===== config.mk =====
export PLATFORM = sky130hd
export DESIGN_NAME = demux_1n4_reg
export DESIGN_NICKNAME = d
export VERILOG_FILES = /design/src/rtl/cpu_pkg.sv /design/src/rtl/regjistri_buferi.sv /design/src/rtl/demux_1n4_reg.sv
export SDC_FILE = /design/constraint.sdc
export NUM_CORES = 1
export LEC_CHECK = 0
export ABC_AREA = 1
export CORE_MARGIN = 10
export CORE_UTILIZATION = 35
export DETAILED_ROUTE_END_ITERATION = 10
export DONT_BUFFER_PORTS = 1
export PLACE_DENSITY = 0.6
export SLEW_MARGIN = 40
export SYNTH_ARGS = -nofsm -noshare
export SYNTH_HDL_FRONTEND = slang
export SYNTH_HIERARCHICAL = 1
export SYNTH_SLANG_ARGS = --single-unit

===== constraint.sdc =====
create_clock -name Clock -period 2.5 [get_ports Clock]
set_input_delay 0.75 -clock Clock [delete_from_list [all_inputs] [get_ports Clock]]
set_output_delay 0.75 -clock Clock [all_outputs]
set_load 0.02 [all_outputs]

===== src/rtl/cpu_pkg.sv =====
// rtl/cpu_pkg.sv - shared widths and state encoding for the 1-to-4 registered demux
//
// Purpose : default data/select widths and the buffer-state encoding used by
//           demux_1n4_reg and its one-entry buffer.
// Ports   : none (package).
package cpu_pkg;

   localparam int W_DEF  = 16;   // default data word width
   localparam int NS_DEF = 2;    // select width, four destinations
   localparam int NPORT  = 4;    // number of destination ports

   // BOSH: buffer empty, MBUSHUR: buffer holds a word waiting for its port
   typedef enum logic {
      BOSH    = 1'b0,
      MBUSHUR = 1'b1
   } state_t;

endpackage


===== src/rtl/regjistri_buferi.sv =====
// rtl/regjistri_buferi.sv - one-entry register with load enable and synchronous active-low clear
//
// Purpose : holds {data, select} of the word waiting to leave the demux.
// Ports   : clk      - clock, rising edge
//           clear_n  - synchronous active-low clear, wins over load
//           load     - capture d on the next rising edge
//           d        - next contents
//           q        - stored contents
import cpu_pkg::*;

module regjistri_buferi #(
   parameter int WIDTH = W_DEF + NS_DEF
) (
   input  logic             clk,
   input  logic             clear_n,
   input  logic             load,
   input  logic [WIDTH-1:0] d,
   output logic [WIDTH-1:0] q
);

   always_ff @(posedge clk) begin
      if (!clear_n) begin
         q <= '0;
      end else if (load) begin
         q <= d;
      end
   end

endmodule


===== src/rtl/demux_1n4_reg.sv =====
// rtl/demux_1n4_reg.sv - registered 1-to-4 demux with valid/ready handshakes and transfer counter
//
// Purpose : accepts a word plus destination select, buffers it for one
//           cycle and presents it on the selected destination bus until
//           that destination takes it. Counts completed output transfers.
// Ports   : Clock        - clock, rising edge
//           Reset_n      - synchronous active-low reset
//           Hyrje        - source data word
//           S            - destination select, sampled with Hyrje
//           Hyrje_Valid  - source offers a word
//           Hyrje_Ready  - block accepts a word this cycle
//           Dalja0..3    - destination data buses (zero when not selected)
//           Dalja_Valid  - one-hot valid per destination
//           Dalja_Ready  - per-destination ready
//           Numeruesi    - count of completed output transfers, wraps
import cpu_pkg::*;

module demux_1n4_reg #(
   parameter int W  = W_DEF,
   parameter int NS = NS_DEF
) (
   input  logic              Clock,
   input  logic              Reset_n,
   input  logic [W-1:0]      Hyrje,
   input  logic [NS-1:0]     S,
   input  logic              Hyrje_Valid,
   output logic              Hyrje_Ready,
   output logic [W-1:0]      Dalja0,
   output logic [W-1:0]      Dalja1,
   output logic [W-1:0]      Dalja2,
   output logic [W-1:0]      Dalja3,
   output logic [NPORT-1:0]  Dalja_Valid,
   input  logic [NPORT-1:0]  Dalja_Ready,
   output logic [15:0]       Numeruesi
);

   state_t        state;
   logic [W-1:0]  buf_data;
   logic [NS-1:0] buf_sel;
   logic          sel_ready;
   logic          accept;
   logic          xfer;

   // Only the ready of the port the buffered word is addressed to matters.
   assign sel_ready = Dalja_Ready[buf_sel];
   assign xfer      = (state == MBUSHUR) && sel_ready;

   // Ready is held low during reset so nothing is accepted in that cycle.
   // When full, a draining output frees the slot in the same cycle.
   assign Hyrje_Ready = Reset_n && ((state == BOSH) || sel_ready);
   assign accept      = Hyrje_Valid && Hyrje_Ready;

   regjistri_buferi #(
      .WIDTH(W + NS)
   ) u_buf (
      .clk     (Clock),
      .clear_n (Reset_n),
      .load    (accept),
      .d       ({Hyrje, S}),
      .q       ({buf_data, buf_sel})
   );

   always_ff @(posedge Clock) begin
      if (!Reset_n) begin
         state     <= BOSH;
         Numeruesi <= '0;
      end else begin
         case (state)
            BOSH: begin
               if (accept) begin
                  state <= MBUSHUR;
               end
            end
            MBUSHUR: begin
               // Simultaneous drain and accept keeps the buffer full: no bubble.
               if (xfer && !accept) begin
                  state <= BOSH;
               end
            end
            default: state <= BOSH;
         endcase
         if (xfer) begin
            Numeruesi <= Numeruesi + 16'd1;
         end
      end
   end

   // One-hot decode of the buffered select; buses of idle ports read zero.
   always_comb begin
      Dalja_Valid = '0;
      if (state == MBUSHUR) begin
         Dalja_Valid[buf_sel] = 1'b1;
      end
      Dalja0 = Dalja_Valid[0] ? buf_data : '0;
      Dalja1 = Dalja_Valid[1] ? buf_data : '0;
      Dalja2 = Dalja_Valid[2] ? buf_data : '0;
      Dalja3 = Dalja_Valid[3] ? buf_data : '0;
   end

endmodule


# After elaboration in Yosys (flattened, before gate mapping)
# Index checks and enable logic that the tools add are counted.
# word_totals
out_inout_bits	85
ff_bits	35
wordCells	26
# classes
mux	12
bitwise_logic	1
n_reduce_logical	7
addsub	1
order_cmp	2
# ops
op	n
$mux 16	4
$add 16x1->16 const B	1
$logic_and 1x1->1	5
$mux 1	4
$mux 4	1
$lt 2x3->1 const B	1
$bmux 1 s2	1
$demux 1 s2	1
$ge 2x1->1 const B	1
$pmux 1 s2	1
$logic_not 1->1	1
$logic_or 1x1->1	1
$not 1->1	1

# Depth between registers and ports, before layout
# Gate-level depths: netlist of run 1.
# depth
ltp_word	9
depth_mapped	12

# Modules after synthesis
# The synthesis of run 1 kept the hierarchy.
# modules_own_cells
module	cells_each	n_inst	seq_area_each_um2	area_each_um2
demux_1n4_reg	254	1	340.3	1381.3
regjistri_buferi	114	1	360.3	758.2

# Least setup slack after synthesis of run 1
# No wires, ideal clock.
# synth_path
path_type	register to output
from	register state
to	output port Dalja0[10]
arrival_time_ns	1.653
path_stages_with_launch	6
setup_slack_ns	0.097
required_time_ns	1.750
n_path_buf	1
path_cell_list	dfxtp_1 -> inv_2 -> nor3_1 -> inv_2 -> buf_6 -> nor2_1
# synth_between
elab_chain_len	2
# synth_lines
item	line_no	text
from (decl)	demux_1n4_reg.sv:37	state_t state;
from (signal assigned)	demux_1n4_reg.sv:65	state <= BOSH;
from (signal assigned)	demux_1n4_reg.sv:71	state <= MBUSHUR;
from (signal assigned)	demux_1n4_reg.sv:77	state <= BOSH;
$mux 4	demux_1n4_reg.sv:91	if (state == MBUSHUR) begin
net Dalja_Valid[0]	demux_1n4_reg.sv:32	output logic [NPORT-1:0] Dalja_Valid,
$mux 16	demux_1n4_reg.sv:94	Dalja0 = Dalja_Valid[0] ? buf_data : '0;
to (decl)	demux_1n4_reg.sv:28	output logic [W-1:0] Dalja0,
# The timed path passes the listed nets, and every way through them passes these cells.

# Worst setup path in the final report of run 1
# layout_path
from	register state
to	output port Dalja2[5]
# layout_between
elab_chain_len	2
# layout_lines
item	line_no	text
$mux 4	demux_1n4_reg.sv:91	
$mux 16	demux_1n4_reg.sv:96	Dalja2 = Dalja_Valid[2] ? buf_data : '0;
to (decl)	demux_1n4_reg.sv:30	output logic [W-1:0] Dalja2,
# Every way passes these cells.

==> results list, run 1 <==
- Syn Inst Count: 368
- Vias in the first global route: 2222
* Total detailed-routing wirelength: 6930 um
* Kind of launch point of the worst setup path: register
- Register bit total from synthesis: 35
- The floorplan step set the die height to 98.2 um.
- Static timing analysis puts the maximum clock frequency at 436 MHz.
- Wire length of the first global-routing pass: 11000 um
* Worst Path Arrival: 1.54 ns
* Area of the die: 0.00964 mm2
* Critical path, cell by cell: inv_2, nor3_2, inv_2, nor2_1, buf_4
- Run status: complete, no violations
- Cell occurring most often along the worst timing path: sky130_fd_sc_hd__inv_2
- Post-route fraction of the period consumed by the critical path: 0.917
- The later pin in the worst-skew pair is clocked with a latency of 0.29 ns.
- Of all cell types, the one taking the most synthesized area is sky130_fd_sc_hd__dfxtp_1.
- The endpoint identified for the worst register-to-register timing path is Numeruesi[8]$_SDFFE_PN0P_.
- Switching pwr: 0.355 mW
- DRC violation count after routing: 0
- The number of buffers and inverters on the critical path is 3.
- After detailed routing, the average wire length per cell comes to 13.7 um.
- Count of placed standard cells in the final layout, fillers left out: 507
- Leading cell types by total area after synthesis: sky130_fd_sc_hd__dfxtp_1 33%, sky130_fd_sc_hd__nor2_1 21%, sky130_fd_sc_hd__nand2_1 18%, sky130_fd_sc_hd__inv_1 8.4%, sky130_fd_sc_hd__buf_6 3.7%
* Global route overflow: 0
- Instance count after placement with tap cells included: 499
- First-pass iteration count of the detailed router: 4
- Worst Hold Class: reg2reg
- P_int: 0.960 mW
- The share of total power dissipated in sequential elements is 0.460.
- Setup tns final: 0 ns
- Number of distinct library cells after synthesis: 22
* RSZ-0062 raised after global routing: false
* Largest net degree at the start of global routing: 37
- Worst VDD drop: 266 uV
- The kind of cell with the highest combined delay along the critical path is flip-flops.
- At the pin with the least slew margin, the transition time is 0.507 ns.
- Worst Min Path Start: u_buf/q[8]$_SDFFE_PN0P_
- After layout, the minimum clock period comes to 2.29 ns.
- CTS sink cnt: 35
* Stage delay of the slowest cell on the critical path: 0.44 ns
- Number of buffers created by CTS: 5
* Endpoint kind of the worst setup timing path: output port
- Gr usage total: 0.133
* Worst reg2reg startpoint: Numeruesi[1]$_SDFFE_PN0P_
* Static power due to leakage: 1.29 nW
- Final setup violation count: 0
* Net switching fraction of the power: 0.270
- For this run, the post-layout net count is 457.
- Clock-pin slew was measured on the worst setup and hold paths at 0.07 ns.
- Buffer depth of the longest clock path: 2
* Register-to-register setup slack: 0.79 ns
* Depth of the worst register-to-register path: 7
- Across the run, the number of max-cap violations was 0.
* Worst-case clock skew: 0.00687 ns
- The repair_antennas step left the layout with diodes totalling 0.
- Dividing total power by cell area gives a power density of 476 mW/mm2.
- Worst-case headroom to the max-slew limit: 0.661
- H-Tree Depth: 2
- Initial Util: 0.361
- Root buffer cell: sky130_fd_sc_hd__clkbuf_8
* Fraction of layout instances using a drive strength above 1: 0.213
- Area share of the largest cell type after synthesis: 0.327
* Startpoint-to-endpoint class of the critical path: reg2out
* Final-report max-slew violation count: 0
* Area growth from synthesis to layout: 29.2%
* Final Instance Area: 0.00276 mm2
- After detailed routing, the number of vias per cell comes to 4.59.
- Final estimated routing congestion in global placement: 0.867
- Clock tree from TritonCTS: built
- Number of nets in the synthesized netlist: 394
- Hold Path Depth: 2
- Measured on the finished design, the core utilization comes to 0.467.
- Clk network pwr share: 0.403
* Die boundary width: 98.2 um
- Terminating pin of the worst hold path: u_buf/q[8]$_SDFFE_PN0P_
- After synthesis the cells add up to 0.00214 mm2.
* Launch point of the critical path: state$_SDFF_PN0_
- In this run the cell area measured after placement is 0.00264 mm2.
- 1st-iter DRT viols: 88
- Worst-path cell with the longest stage delay: sky130_fd_sc_hd__dfxtp_1
- Number of hold violations in the final report: 0
* Antenna-violating nets left: 0
- Number of buffers added on ports: 0
- The HPWL after detailed placement is 5530 um.
- Post CTS Setup Buffer Count: 0
- Ys Warns: 6
- 110 I/O pins were placed.
- After filler insertion, the fill cell instance count of the layout stands at 622.
- Hold timing on the final database bottoms out at a slack of 0.473 ns.
- Leaving out fill and tap cells, the most frequent cell in the layout is sky130_fd_sc_hd__nor2_1.
- Combinational Power Share: 0.137
* Mean Syn Cell Area: 5.81 um2
- Proportion of synthesized chip area in sequential cells: 0.327
- The number of antenna violations at the first check in global routing was 0.
* Std-Cell Rows: 28
- STA puts the critical path data required time at 1.75 ns.
- The library cells used most frequently in the layout, excluding fill and tap cells, are 119 x sky130_fd_sc_hd__nor2_1, 101 x sky130_fd_sc_hd__nand2_1, 69 x sky130_fd_sc_hd__buf_4, 47 x sky130_fd_sc_hd__inv_1, 35 x sky130_fd_sc_hd__dfxtp_1.
- Maximum fanout along the worst path: 16
- Summing over every cut layer, the via total after detailed routing is 2325.
* Core box area: 0.00592 mm2
==> metrics by stage <==
step / power, mW / worst slack (ns)
3_5_place_dp: 0.798 / 0.431
4_1_cts: 1.33 / 0.110
3_3_place_gp: 0.793 / 0.455
2_1_floorplan: 0.764 / 0.0975
5_1_grt: 1.38 / 0.0705
6_report: 1.31 / 0.207
==> per-layer routing <==
layer  wire [um]  track usage
met5           0            0
met1        3170        0.162
met2        2850        0.205
met3         818       0.0634
met4          95       0.0397
==> flip-flops by register name, indices dropped and copies added (netlist names) <==
name       count
u_buf/q       18
state          1
Numeruesi     16
==> Yosys cell counts <==
library cell and instances:
sky130_fd_sc_hd__buf_2 3, sky130_fd_sc_hd__nand4_1 5, sky130_fd_sc_hd__ha_1 1, sky130_fd_sc_hd__a21oi_2 1, sky130_fd_sc_hd__nor3_2 3, sky130_fd_sc_hd__xnor2_1 2, sky130_fd_sc_hd__buf_6 7, sky130_fd_sc_hd__nand2_2 1
sky130_fd_sc_hd__dfxtp_1 35, sky130_fd_sc_hd__nand2_4 1, sky130_fd_sc_hd__nor2_1 120, sky130_fd_sc_hd__xor2_1 5, sky130_fd_sc_hd__clkbuf_1 1, sky130_fd_sc_hd__inv_4 1, sky130_fd_sc_hd__buf_4 2, sky130_fd_sc_hd__a21oi_1 14
sky130_fd_sc_hd__inv_2 5, sky130_fd_sc_hd__inv_1 48, sky130_fd_sc_hd__o21ai_0 4, sky130_fd_sc_hd__nand3_1 7, sky130_fd_sc_hd__nand2_1 101, sky130_fd_sc_hd__nor3_1 1
==> worst min-delay path, cell delays in order (launching register included) <==
cell and delay, ns:
sky130_fd_sc_hd__dfxtp_1 0.31, sky130_fd_sc_hd__nor2_1 0.08, sky130_fd_sc_hd__nor2_1 0.05
==> kinds of logic after synthesis <==
logic type,after synthesis,share of synthesized area
buffers and inverters,67,0.149
adders and majority gates,1,0.00585
xor gates and xnor gates,7,0.0287
and+or+nand+nor,239,0.443
DFF,35,0.327
AOI/OAI and AO/OA,19,0.0462
==> final cells by class <==
class,instances,area [um2],share of cell area
timing repair buffer,69,518,0.187
multi-input combinational,266,1130,0.408
clock inverter,2,35.0,0.0127
tap,75,93.8,0.0340
inverter,54,205,0.0742
sequential,35,701,0.254
clock buffer,6,82.6,0.0299
==> power by group through the flow <==
stage	logic (mW)	clock network (mW)	registers [mW]
after floorplan	0.152	0	0.612
after global placement	0.177	0	0.616
after detailed placement	0.180	0	0.618
after CTS	0.180	0.543	0.605
after global routing	0.203	0.567	0.609
final	0.180	0.530	0.605
==> worst max-delay path by stage <==
stage	endpoint	slack (ns)	cells past startpoint
3_3_place_gp	Hyrje_Ready	0.46	6
6_report	Dalja2[5]	0.21	5
4_1_cts	Dalja3[5]	0.11	5
3_5_place_dp	Dalja3[5]	0.43	5
5_1_grt	Dalja2[14]	0.07	5
2_1_floorplan	Dalja0[10]	0.1	5
==> what timing repair did <==
item | 4_1_cts | 5_1_grt
resized for setup | 0 | 2
hold buffers | 0 | 0
setup endpoints to repair | 0 | 13
Note: power is estimated with default switching activity, not from simulation.
==> run 2, diff against run 1 <==
CORE_MARGIN = 5   (was 10)
==> results list, run 2 (synthesis gave the netlist of run 1 again) <==
- Run status: complete, no violations
- Vias: 2351 (+1.1%)
- Setup tns final: 0 ns (unchanged)
- P_int: 0.935 mW (-2.6%)
* Endpoint kind of the worst setup timing path: output port
- Root buffer cell: sky130_fd_sc_hd__clkbuf_8
* Net switching fraction of the power: 0.283 (+0.0131)
* Most common library cell in the layout ignoring fill and taps: sky130_fd_sc_hd__nor2_1
* Height of the die: 88.2 um (-10%)
* Wire length of the first global-routing pass: 10000 um (-8.9%)
- Clock tree from TritonCTS: built
- Worst Path Arrival: 1.66 ns (+0.12 ns)
- DRC violation count after routing: 0 (unchanged)
- STA classifies the critical path startpoint as a register.
- The number of flip-flops under the largest register name came to 18 (unchanged).
* Achievable Freq: 415 MHz (-4.8%)
* First-pass iteration count of the detailed router: 4 (unchanged)
- The CTS clock-pin slew for the worst setup and hold paths came to 0.08 ns (about the same).
* Minimum clock period: 2.41 ns (+0.116 ns)
* Hold-fix buffers, CTS: 0 (unchanged)
* WL/cell: 12.9 um (-5.8%)
- Worst reg2reg startpoint: Numeruesi[1]$_SDFFE_PN0P_
* Number of diodes: 0 (unchanged)
* Switching pwr: 0.369 mW (+4.0%)
- The biggest fanout along the worst timing path is 16 (unchanged).
- The reg-to-reg setup timing slack was 0.78 ns (about the same).
* Worst Min Path Start: u_buf/q[14]$_SDFFE_PN0P_
- The post-route worst hold slack was 0.475 ns (+0.00202 ns).
- The worst clock skew on the final layout came to 0.0103 ns (+0.00341 ns).
- The detailed placement HPWL was 5000 um (-9.6%).
* Startpoint-to-endpoint class of the critical path: reg2out
- The max-slew violation count is 0 (unchanged).
* Critical path required time: 1.75 ns (about the same)
- The post-layout instance area is 0.00279 mm2 (+0.95%).
- Global route overflow: 0 (unchanged)
- The share of the clock period used by the worst path after layout is 0.963 (+0.0463).
- The horizontal extent of the die is 88.2 um (-10%).
* Instance count after placement with tap cells included: 499 (unchanged)
- Number of buffers added on ports: 0 (unchanged)
- 1st-iter DRT viols: 113 (+28%)
* Area growth from synthesis to layout: 30.4%
- Worst-case headroom to the max-slew limit: 0.669 (+0.00752)
* Multi-input gate area in the final layout: 0.00113 mm2 (+0.55%)
* Terminating pin of the worst hold path: u_buf/q[14]$_SDFFE_PN0P_
- Largest registers ranked by flip-flop count: u_buf/q x18, Numeruesi x16, state x1
- The ratio of cells with drive above 1 in the final layout came to 0.217 (+0.00413).
- Worst setup slack after layout: 0.0913 ns (-0.116 ns)
* Final estimated routing congestion in global placement: 0.776 (-10%)
* Final net count: 458 (+0.22%)
* # fillers: 637 (+2.4%)
- Total detailed-routing wirelength: 6540 um (-5.6%)
- Count of placed standard cells in the final layout, fillers left out: 508 (+0.20%)
- The highest cell delay on the worst timing path was 0.46 ns (+0.02 ns).
* Clock network latency to the later pin of the worst-skew pair: 0.29 ns (about the same)
- The number of antenna violations at the first check in global routing came to 0 (unchanged).
- CTS sink cnt: 35 (unchanged)
- Most frequent cells in the layout: 119 x sky130_fd_sc_hd__nor2_1, 101 x sky130_fd_sc_hd__nand2_1, 69 x sky130_fd_sc_hd__buf_4, 47 x sky130_fd_sc_hd__inv_1, 34 x sky130_fd_sc_hd__dfxtp_1
- The max-capacitance violation count came to 0 (unchanged).
- Area of the die: 0.00778 mm2 (-19%)
- Register containing the most flip-flops in the final layout: u_buf/q
- The count of final hold-check violations came to 0 (unchanged).
* Static power due to leakage: 1.31 nW (+1.2%)
- Std-Cell Rows: 28 (unchanged)
- H-Tree Depth: 2 (unchanged)
* Worst-margin pin slew: 0.496 ns (-0.0113 ns)
* Antenna-violating nets left: 0 (unchanged)
* Instance area at placement: 0.00264 mm2 (unchanged)
- Initial Util: 0.361 (unchanged)
* Number of buffers created by CTS: 5 (unchanged)
- The via count of the first global-routing pass was 2075 (-6.6%).
- The average vias per placed instance was 4.63 (+0.92%).
* Depth of the worst register-to-register path: 7 (unchanged)
* Core box area: 0.00592 mm2 (unchanged)
- The placement-stage worst setup slack was 0.401 ns (-0.0296 ns).
* Clk network pwr share: 0.397 (-0.006)
- Largest net degree at the start of global routing: 37 (unchanged)
- The total power per unit cell area is 467 mW/mm2 (-1.8%).
* Final setup violation count: 0 (unchanged)
- Sequential power share: 0.464 (+0.004)
- The combined global-route utilization of all metal layers was 0.163 (+0.0295).
* Worst Hold Class: reg2reg
- The signal on the critical path passes through inv_2, nor3_4, clkinvlp_4, buf_12, nor2_1, buf_4.
* Worst reg2reg path endpoint: Numeruesi[8]$_SDFFE_PN0P_
- Worst-path cell with the longest stage delay: sky130_fd_sc_hd__dfxtp_1
- The number of I/O pins is 110 (unchanged).
* Hold Path Depth: 2 (unchanged)
* Buffer depth of the longest clock path: 2 (unchanged)
- The power share of the combinational group came to 0.139 (+0.002).
- Total area of sequential cells: 702 um2 (+0.18%)
- Worst VDD drop: 260 uV (-2.2%)
run 2: power by group through the flow:
stage | Combinational, mW | Clock (mW) | Sequential, mW
after global routing | 0.204 | 0.571 | 0.609
after floorplan | 0.152 | 0 | 0.612
after detailed placement | 0.179 | 0 | 0.618
after global placement | 0.176 | 0 | 0.616
final | 0.181 | 0.517 | 0.605
after CTS | 0.180 | 0.535 | 0.605
run 2: per-stage QoR:
stage	util	total power [mW]
floorplan	-	0.764
detailed placement	0.446	0.797
CTS	0.465	1.32
finish	0.471	1.30
global route	0.471	1.38
global placement	0.446	0.793
run 2: worst max-delay path, delay by kind of cell, from the launching register on:
| family | cells | cell delay, ns |
|---|---|---|
| buf+inv | 4 | 0.56 |
| flops | 1 | 0.46 |
| simple gates | 2 | 0.33 |
run 2: layer usage:
metal | part of all wire | wire (um) | vias to the layer above | track usage
met5 | 0 | 0 | - | 0
met4 | 0.0098 | 64 | 0 | 0.0412
met3 | 0.13 | 847 | 7 | 0.0583
met2 | 0.46 | 3020 | 94 | 0.283
met1 | 0.40 | 2600 | 1040 | 0.190
li1 | - | - | 1210 | -
run 2: worst max path at each step:
stage,from,to,slack [ns],cells past startpoint
finish,u_buf/q[0]$_SDFFE_PN0P_,Dalja3[11],0.09,6
global route,u_buf/q[0]$_SDFFE_PN0P_,Dalja3[6],-0.04,6
CTS,state$_SDFF_PN0_,Dalja0[12],0.07,5
detailed placement,state$_SDFF_PN0_,Dalja0[12],0.40,5
global placement,Dalja_Ready[3],Hyrje_Ready,0.47,6
floorplan,state$_SDFF_PN0_,Dalja0[10],0.1,5
run 2: cell type report:
cell class	count	area share
well taps	75	0.0336
multi-input cells	266	0.407
repair buffers	70	0.193
flip-flops and latches	35	0.252
clock inverters	3	0.0157
clock buffers	5	0.0247
inverters	54	0.0749
run 2: timing repair:
item	in CTS	in global routing
endpoints found under the setup margin	0	31
buffers inserted	0	1
resized for setup	0	4
==> run 3, diff against run 2 <==
MAX_ROUTING_LAYER = met4   (was not set)
==> results list, run 3 (synthesis gave the netlist of run 1 again) <==
* Kind of launch point of the worst setup path: register
* Worst-margin pin slew: 0.502 ns (+0.00561 ns)
* Area growth from synthesis to layout: 30.4% (unchanged)
- The largest net degree at the start of global routing is 37 (unchanged).
* Worst-case clock skew: 0.0105 ns (+0.000203 ns)
- The arrival time at the worst endpoint came to 1.66 ns (about the same).
* Hold Path Depth: 2 (unchanged)
- Critical path buffers and inverters: 4 (unchanged)
* First-pass iteration count of the detailed router: 4 (unchanged)
- Worst setup slack after layout: 0.0910 ns (-0.000233 ns)
- The layout net count is 458 (unchanged).
- WL/cell: 12.8 um (-0.63%)
- Register-to-register setup slack: 0.77 ns (about the same)
* Number of antenna violations at the first check in global routing: 0 (unchanged)
- The total power consumption of the routed design is 1.30 mW (about the same).
- Instance area at placement: 0.00264 mm2 (unchanged)
- Count of placed standard cells in the final layout, fillers left out: 508 (unchanged)
- The aggregate routed wire length was 6500 um (-0.63%).
* Root buffer cell: sky130_fd_sc_hd__clkbuf_8
* Final HPWL from detailed placement: 5000 um (unchanged)
* Wire length of the first global-routing pass: 10000 um (-0.21%)
- Stage delay of the slowest cell on the critical path: 0.46 ns (about the same)
- The clock latency at the later pin of the worst-skew pair was 0.29 ns (about the same).
* Core box area: 0.00592 mm2 (unchanged)
* Run status: complete, no violations
- The time the worst path needs with I/O delays and setup came to 2.41 ns (+0.000233 ns).
- Worst-case headroom to the max-slew limit: 0.665 (-0.00374)
- Achievable Freq: 415 MHz (about the same)
* Area of the die: 0.00778 mm2 (unchanged)
- Clk pin slew, worst setup/hold paths: 0.08 ns (about the same)
- The combined global-route utilization of all metal layers came to 0.168 (+0.00480).
* Setup tns final: 0 ns (unchanged)
- Leaving out fill and tap cells, the most frequent cell in the layout is sky130_fd_sc_hd__nor2_1.
* Kind of cell adding the most delay to the critical path: buffers and inverters
* CTS sink cnt: 35 (unchanged)
- The worst hold path belongs to the class reg2reg.
- The via count of the first global-routing pass is 2078 (+0.14%).
- Clock tree from TritonCTS: built
- The total CTS buffers was 5 (unchanged).
- The total instance count after detailed placement was 499 (unchanged).
* Fraction of layout instances using a drive strength above 1: 0.217 (unchanged)
* Die boundary width: 88.2 um (unchanged)
- The number of I/O pins was 110 (unchanged).
- Largest registers ranked by flip-flop count: u_buf/q x18, Numeruesi x16, state x1
- The detailed-route via count was 2356 (+0.21%).
* Final setup violation count: 0 (unchanged)
- Among all stages on the critical path, the largest delay is contributed by sky130_fd_sc_hd__dfxtp_1.
* H-Tree Depth: 2 (unchanged)
- The count of final hold-check violations came to 0 (unchanged).
* Final-report max-slew violation count: 0 (unchanged)
- Height of the die: 88.2 um (unchanged)
- Total power density per cell area: 468 mW/mm2 (about the same)
- The quantity of I/O buffers inserted on ports is 0 (unchanged).
- The critical path is of the reg2out type.
- Endpoint kind of the worst setup timing path: output port
- Most frequent cells in the layout: 119 x sky130_fd_sc_hd__nor2_1, 101 x sky130_fd_sc_hd__nand2_1, 69 x sky130_fd_sc_hd__buf_4, 47 x sky130_fd_sc_hd__inv_1, 34 x sky130_fd_sc_hd__dfxtp_1
- Register containing the most flip-flops in the final layout: u_buf/q
- The initial detailed-routing violation count came to 108 (-4.4%).
- The total congestion overflow is 0 (unchanged).
- Final estimated routing congestion in global placement: 0.787 (+1.4%)
- The max-capacitance violation count is 0 (unchanged).
- The buffer levels on the longest clock path was 2 (unchanged).
- Critical path required time: 1.75 ns (about the same)
* Maximum fanout along the worst path: 16 (unchanged)
* Antenna-violating nets left: 0 (unchanged)
- The final antenna diode count is 0 (unchanged).
- The maximum vdd ir drop is 260 uV (about the same).
- Depth of the worst register-to-register path: 7 (unchanged)
- Initial Util: 0.361 (unchanged)
* Worst slack at placement: 0.401 ns (unchanged)
- Post-DR vias/cell: 4.64 (+0.21%)
* Post-route fraction of the period consumed by the critical path: 0.964 (about the same)
- Number of flip-flops in the largest register: 18 (unchanged)
- The post-layout instance area is 0.00279 mm2 (unchanged).
- The number of core rows is 28 (unchanged).
- The post-route worst hold slack was 0.475 ns (+0.00000300 ns).
* Post-Route Utilization: 0.471 (unchanged)
* Number of logic stages on the critical path including buffering: 6 (unchanged)
* Critical path, cell by cell: inv_2, nor3_4, clkinvlp_4, buf_12, nor2_1, buf_4
- Static power due to leakage: 1.31 nW (unchanged)
- DRC violation count after routing: 0 (unchanged)
[run 3: cell counts in the layout (fill, tap and decap cells not counted)]
No cell type changed its count.
[run 3: tightest hold or removal path, cell delays in order, from the launching register on]
cell and delay (ns):
sky130_fd_sc_hd__dfxtp_1 0.31, sky130_fd_sc_hd__nor2_1 0.08, sky130_fd_sc_hd__nor2_1 0.05
[run 3: power by group]
| part | switching (mW) | internal (mW) | leakage [nW] | total, mW |
|---|---|---|---|---|
| registers | 0.0229 | 0.582 | 0.286 | 0.605 |
| logic | 0.126 | 0.0556 | 0.963 | 0.181 |
| clock network | 0.221 | 0.297 | 0.0581 | 0.518 |
[run 3: final cells by class]
cell class	instances	area (um2)
clock buffer	5	68.8
timing repair buffer	70	538
tap	75	93.8
multi-input combinational	266	1130
sequential	35	702
clock inverter	3	43.8
fill	637	3130
inverter	54	209
[run 3: path summary, 6_finish.rpt]
check | endpoint | startpoint
setup / recovery | Dalja3[11] | u_buf/q[0]$_SDFFE_PN0P_
hold reg to reg | u_buf/q[14]$_SDFFE_PN0P_ | u_buf/q[14]$_SDFFE_PN0P_
hold / removal | u_buf/q[14]$_SDFFE_PN0P_ | u_buf/q[14]$_SDFFE_PN0P_
setup reg to reg | Numeruesi[8]$_SDFFE_PN0P_ | Numeruesi[1]$_SDFFE_PN0P_
[run 3: what timing repair did]
action,CTS,global route
hold buffers,0,0
setup buffers,0,1
endpoints found under the setup margin,0,31
gates resized for setup,0,4
[run 3: layer usage]
metal	global-route usage	vias up	wire, um
li1	-	1209	-
met1	0.190	1045	2600
met2	0.283	97	3040
met3	0.0574	5	808
met4	0.0412	0	45
met5	-	-	0
